`config.mk`:
```
export PLATFORM = sky130hd
export DESIGN_NAME = writeback_stage
export DESIGN_NICKNAME = d
export VERILOG_FILES = /design/src/rtl/writeback_stage.sv
export SDC_FILE = /design/constraint.sdc
export NUM_CORES = 1
export LEC_CHECK = 0
export ABC_AREA = 1
export CELL_PAD_IN_SITES_DETAIL_PLACEMENT = 0
export CELL_PAD_IN_SITES_GLOBAL_PLACEMENT = 1
export CORE_MARGIN = 2
export CORE_UTILIZATION = 27
export CTS_CLUSTER_DIAMETER = 60
export DETAILED_ROUTE_END_ITERATION = 6
export PLACE_DENSITY = 0.87
export SKIP_CTS_REPAIR_TIMING = 1
export SYNTH_ARGS = -nofsm -noshare
export SYNTH_HDL_FRONTEND = slang
export SYNTH_SLANG_ARGS = --single-unit
```
`constraint.sdc`:
```
create_clock -name clk -period 1.8 [get_ports clk]
set_input_delay 0.18 -clock clk [delete_from_list [all_inputs] [get_ports clk]]
set_output_delay 0.18 -clock clk [all_outputs]
set_load 0.005 [all_outputs]
```
`src/rtl/writeback_stage.sv`:
```
// EX-to-WB pipeline register with writeback source select, HEX output register,
// WB-to-EX forwarding selects and a saturating retired-instruction counter.
module writeback_stage (
  input  logic        clk,
  input  logic        rst_n,
  input  logic        valid_EX,
  input  logic        regwrite_EX,
  input  logic [1:0]  regsel_EX,
  input  logic        GPIO_we,
  input  logic [4:0]  rd_EX,
  input  logic [4:0]  rs1_EX,
  input  logic [4:0]  rs2_EX,
  input  logic [31:0] alu_result_EX,
  input  logic [19:0] imm_U_EX,
  input  logic [31:0] readdata1_EX,
  input  logic [31:0] gpio_in,
  output logic        regwrite_WB,
  output logic [4:0]  writeaddr_WB,
  output logic [31:0] writedata_WB,
  output logic [31:0] gpio_out,
  output logic        fwd_a,
  output logic        fwd_b,
  output logic [31:0] retired
);

  logic [31:0] wb_data;
  logic        wb_we;

  always_comb begin
    wb_data = 32'h0;
    case (regsel_EX)
      2'b00:   wb_data = gpio_in;
      2'b01:   wb_data = {imm_U_EX, 12'h000};
      2'b10:   wb_data = alu_result_EX;
      default: wb_data = 32'h0;
    endcase
  end

  assign wb_we = valid_EX & regwrite_EX & (rd_EX != 5'd0) & (regsel_EX != 2'b11);

  always_ff @(posedge clk) begin
    if (!rst_n) begin
      regwrite_WB  <= 1'b0;
      writeaddr_WB <= 5'd0;
      writedata_WB <= 32'h0;
      gpio_out     <= 32'h0;
      retired      <= 32'h0;
    end else begin
      regwrite_WB  <= wb_we;
      writeaddr_WB <= rd_EX;
      writedata_WB <= wb_data;
      if (valid_EX && GPIO_we)
        gpio_out <= readdata1_EX;
      // saturate instead of wrapping to zero
      if (valid_EX && (retired != 32'hFFFF_FFFF))
        retired <= retired + 32'd1;
    end
  end

  assign fwd_a = regwrite_WB & (writeaddr_WB == rs1_EX) & (rs1_EX != 5'd0);
  assign fwd_b = regwrite_WB & (writeaddr_WB == rs2_EX) & (rs2_EX != 5'd0);

endmodule

```
==> qor.txt, run 1 <==
Status -> finished, final reports clean
Core area -> 17,200 um2
Combinational power share -> 16.5%
Setup_tns -> 0 ns
Post-synth top area share -> 43.0%
Worst endpoint required time -> 2.05 ns
Clock skew -> 0.00661 ns
Power per cell area -> 666 nW/um2
Crit share post-route -> 94.0%
Clk root buf -> clkbuf_16
Clk pin slew, worst setup/hold paths -> 0.07 ns
Min cycle time layout -> 1.69 ns
Maximum vdd drop -> 421 uV
Initial antenna violation count -> 0
Worst path most repeated cell -> nand2_1
Post-detail-place hpwl -> 12,900 um
Initial DRC Count -> 266
Leakage power -> 3.39 nW
Warnings from Yosys -> 0
Worst hold path class -> primary input to flip-flop
Crit-path cells -> ha_1 -> nand2_2 -> nor2_4 -> nand2_4 -> nor2_8 -> nand3_4 -> buf_4 -> nand2_1 -> nand2_1 -> nand2_1 -> nor2_1
Rel. slew slack -> 73.2%
Final WS setup -> 0.108 ns
Clock power share -> 38.5%
GRT overflow -> 0
Routed Antenna Nets -> 0
Final #Nets -> 1,128
Mux share of post-synthesis cell area -> 0%
Critical Path Sink Type -> flip-flop
F_max -> 591 MHz
Layout area overhead -> 68.8%
Startpoint Class -> flip-flop
Average size of a mapped cell -> 6.59 um2
DR vias/cell -> 4.37
Max-cap violations -> 0
Residual DRC -> 0
DR pass1 iterations -> 5
Synthesized flop and latch total -> 102
Final RePlAce weighted congestion -> 0.873
DIE AREA -> 18,700 um2
Final setup fails -> 0
Cell Area, Synth -> 4750 um2
Initial Util -> 27.5%
Mapped Cells -> 720
Crit path DAT -> 1.94 ns
Int Pwr -> 4.01 mW
First-pass GRT wire length -> 26,000 um
DR vias -> 5,325
WP buf/inv -> 1
Final slew viol count -> 0
Worst path slowest cell -> dfxtp_1
Synth Area in Simple Gates -> 38.7%
Distinct cell type count after synthesis -> 32
Inserted Clock Buffers -> 9
Reg power frac -> 45.1%
Filler cell count -> 1,734
Delay-heaviest family, CP -> simple AND/OR/NAND/NOR gates
Diodes inserted -> 0
Worst slew pin tran -> 0.402 ns
Clock net sink count -> 102
Cell taking the most area after synthesis -> dfxtp_1
Ports -> 242
Synth Area in Adders -> 0.264%
Worst-Skew Late Latency -> 0.36 ns
Sw frac -> 24.9%
Sequential cell area fraction in the yosys report -> 43.0%
Largest net degree at the start of global routing -> 40
Die X -> 137 um
IO buf count -> 241
Place WS -> -0.108 ns
Worst-path fanout max -> 7
Max clock buf depth -> 2
Syn nets -> 859
Row Count -> 48
Synth top area cells -> dfxtp_1 43%, nand2_1 16%, nor2_1 12%
Final wirelength -> 16,600 um
Synth Area in Compound Gates -> 8.83%
Power Total -> 5.33 mW
Largest family of logic cells by synthesized area -> simple AND/OR/NAND/NOR gates
Post-synthesis xor/xnor area fraction -> 1.48%
Share of cells above drive strength 1 -> 9.15%
Number of global-route vias before repair -> 5,041
H-tree levels -> 3
Net switching power -> 1.33 mW
CP peak stage delay -> 0.35 ns
Final Hold Viols -> 0
GRT Total Usage -> 18.1%
TritonCTS clock tree -> yes
Die height -> 137 um
Crit Path Class -> flip-flop to flip-flop
Detail-routed net length per standard cell -> 13.6 um
[worst paths after layout]
check | startpoint | end | slack [ns] | depth (start not counted)
worst max-delay path | retired[0]$_SDFFE_PN0P_ | retired[30]$_SDFFE_PN0P_ | 0.11 | 11
worst min-delay path | rst_n | retired[16]$_SDFFE_PN0P_ | 0.23 | 3
worst max register to register | retired[0]$_SDFFE_PN0P_ | retired[30]$_SDFFE_PN0P_ | 0.11 | 11
worst min register to register | gpio_out[1]$_SDFFE_PN0P_ | gpio_out[1]$_SDFFE_PN0P_ | 0.48 | 2
[registers in the layout, indices dropped and copies added, names as in the netlist]
register      cells
gpio_out         32
retired          32
writedata_WB     32
writeaddr_WB      5
regwrite_WB       1
[area by class of cell]
| cell class | count | area (um2) | area share (%) |
|---|---|---|---|
| flip-flops and latches | 102 | 2050 | 25.6 |
| well taps | 225 | 282 | 3.51 |
| repair buffers | 286 | 2790 | 34.8 |
| clock inverters | 7 | 81.3 | 1.01 |
| inverters | 61 | 229 | 2.86 |
| clock buffers | 9 | 225 | 2.81 |
| multi-input cells | 529 | 2360 | 29.5 |
[worst reg2reg max path: stages (launching register included)]
cell	delay (ns)
dfxtp_1	0.35
ha_1	0.18
nand2_2	0.08
nor2_4	0.12
nand2_4	0.09
nor2_8	0.17
nand3_4	0.17
buf_4	0.21
nand2_1	0.08
nand2_1	0.05
nand2_1	0.05
nor2_1	0.04
[power groups by stage]
stage / clock (mW) / combinational [mW] / sequential (mW)
6_report: 2.05 / 0.880 / 2.40
5_1_grt: 2.21 / 0.969 / 2.41
4_1_cts: 2.12 / 0.887 / 2.40
3_5_place_dp: 0 / 0.882 / 2.46
3_3_place_gp: 0 / 0.881 / 2.45
2_1_floorplan: 0 / 0.259 / 2.47
[cell families (layout without fill, tap and decap cells)]
| kind of cell | after synthesis | in the layout |
|---|---|---|
| simple gates | 438 | 438 |
| flops | 102 | 102 |
| buf+inv | 89 | 363 |
| compound gates | 82 | 82 |
| xor+xnor | 8 | 8 |
| fa+ha+maj | 1 | 1 |
[metal layers]
| metal | GRT usage (%) | wire length, um | vias up |
|---|---|---|---|
| met3 | 5.93 | 1130 | 30 |
| met2 | 30.4 | 8090 | 164 |
| met5 | 0 | 0 | - |
| li1 | - | - | 2796 |
| met4 | 7.93 | 482 | 0 |
| met1 | 20.9 | 6870 | 2335 |
[placed cells by master, fill, tap and decap left out, drive strengths merged]
cell | netlist | routed
a211oi | 2 | 2
o22ai | 1 | 1
clkdlybuf4s50 | 0 | 238
a21oi | 40 | 40
nor3 | 6 | 6
nand4 | 8 | 8
clkbuf | 20 | 9
dlymetal6s2s | 0 | 2
and2 | 2 | 2
o21ai | 38 | 38
dfxtp | 102 | 102
clkinvlp | 0 | 1
nor4 | 2 | 2
clkinv | 1 | 3
nor3b | 1 | 1
inv | 60 | 63
or2 | 1 | 1
buf | 8 | 46
bufinv | 0 | 1
xor2 | 8 | 8
nor2 | 156 | 156
nand3 | 51 | 51
ha | 1 | 1
a21boi | 1 | 1
nand2 | 211 | 211
[synthesized netlist by cell type (all sizes together)]
cell,count
nor2,156
a21oi,40
a21boi,1
nor3b,1
nor3,6
dfxtp,102
inv,60
xor2,8
nor4,2
or2,1
nand4,8
ha,1
and2,2
a211oi,2
buf,8
clkbuf,20
nand2,211
o22ai,1
nand3,51
clkinv,1
o21ai,38
[metrics by stage]
stage / util (%) / hold WS [ns] / instance area (um2) / cells
floorplan: - / 0.273 / 4750 / 720
global placement: 44.5 / 0.461 / 7670 / 1202
detailed placement: 44.5 / 0.471 / 7670 / 1202
CTS: 46.3 / 0.247 / 7980 / 1218
global route: 46.5 / 0.250 / 8010 / 1219
finish: 46.5 / 0.230 / 8010 / 1219
No activity file was read; power rests on OpenSTA's default activity.
==> run 2: changes to the inputs <==
- CTS_CLUSTER_DIAMETER: 60 -> 40
==> results of run 2 <==
Same layout as run 1: the final DEF is identical, and so are final timing and power.
==> run 3: changes to the inputs <==
- GPL_ROUTABILITY_DRIVEN: default -> 0
==> results of run 3 <==
Same layout as run 1: the final DEF is identical, and so are final timing and power.
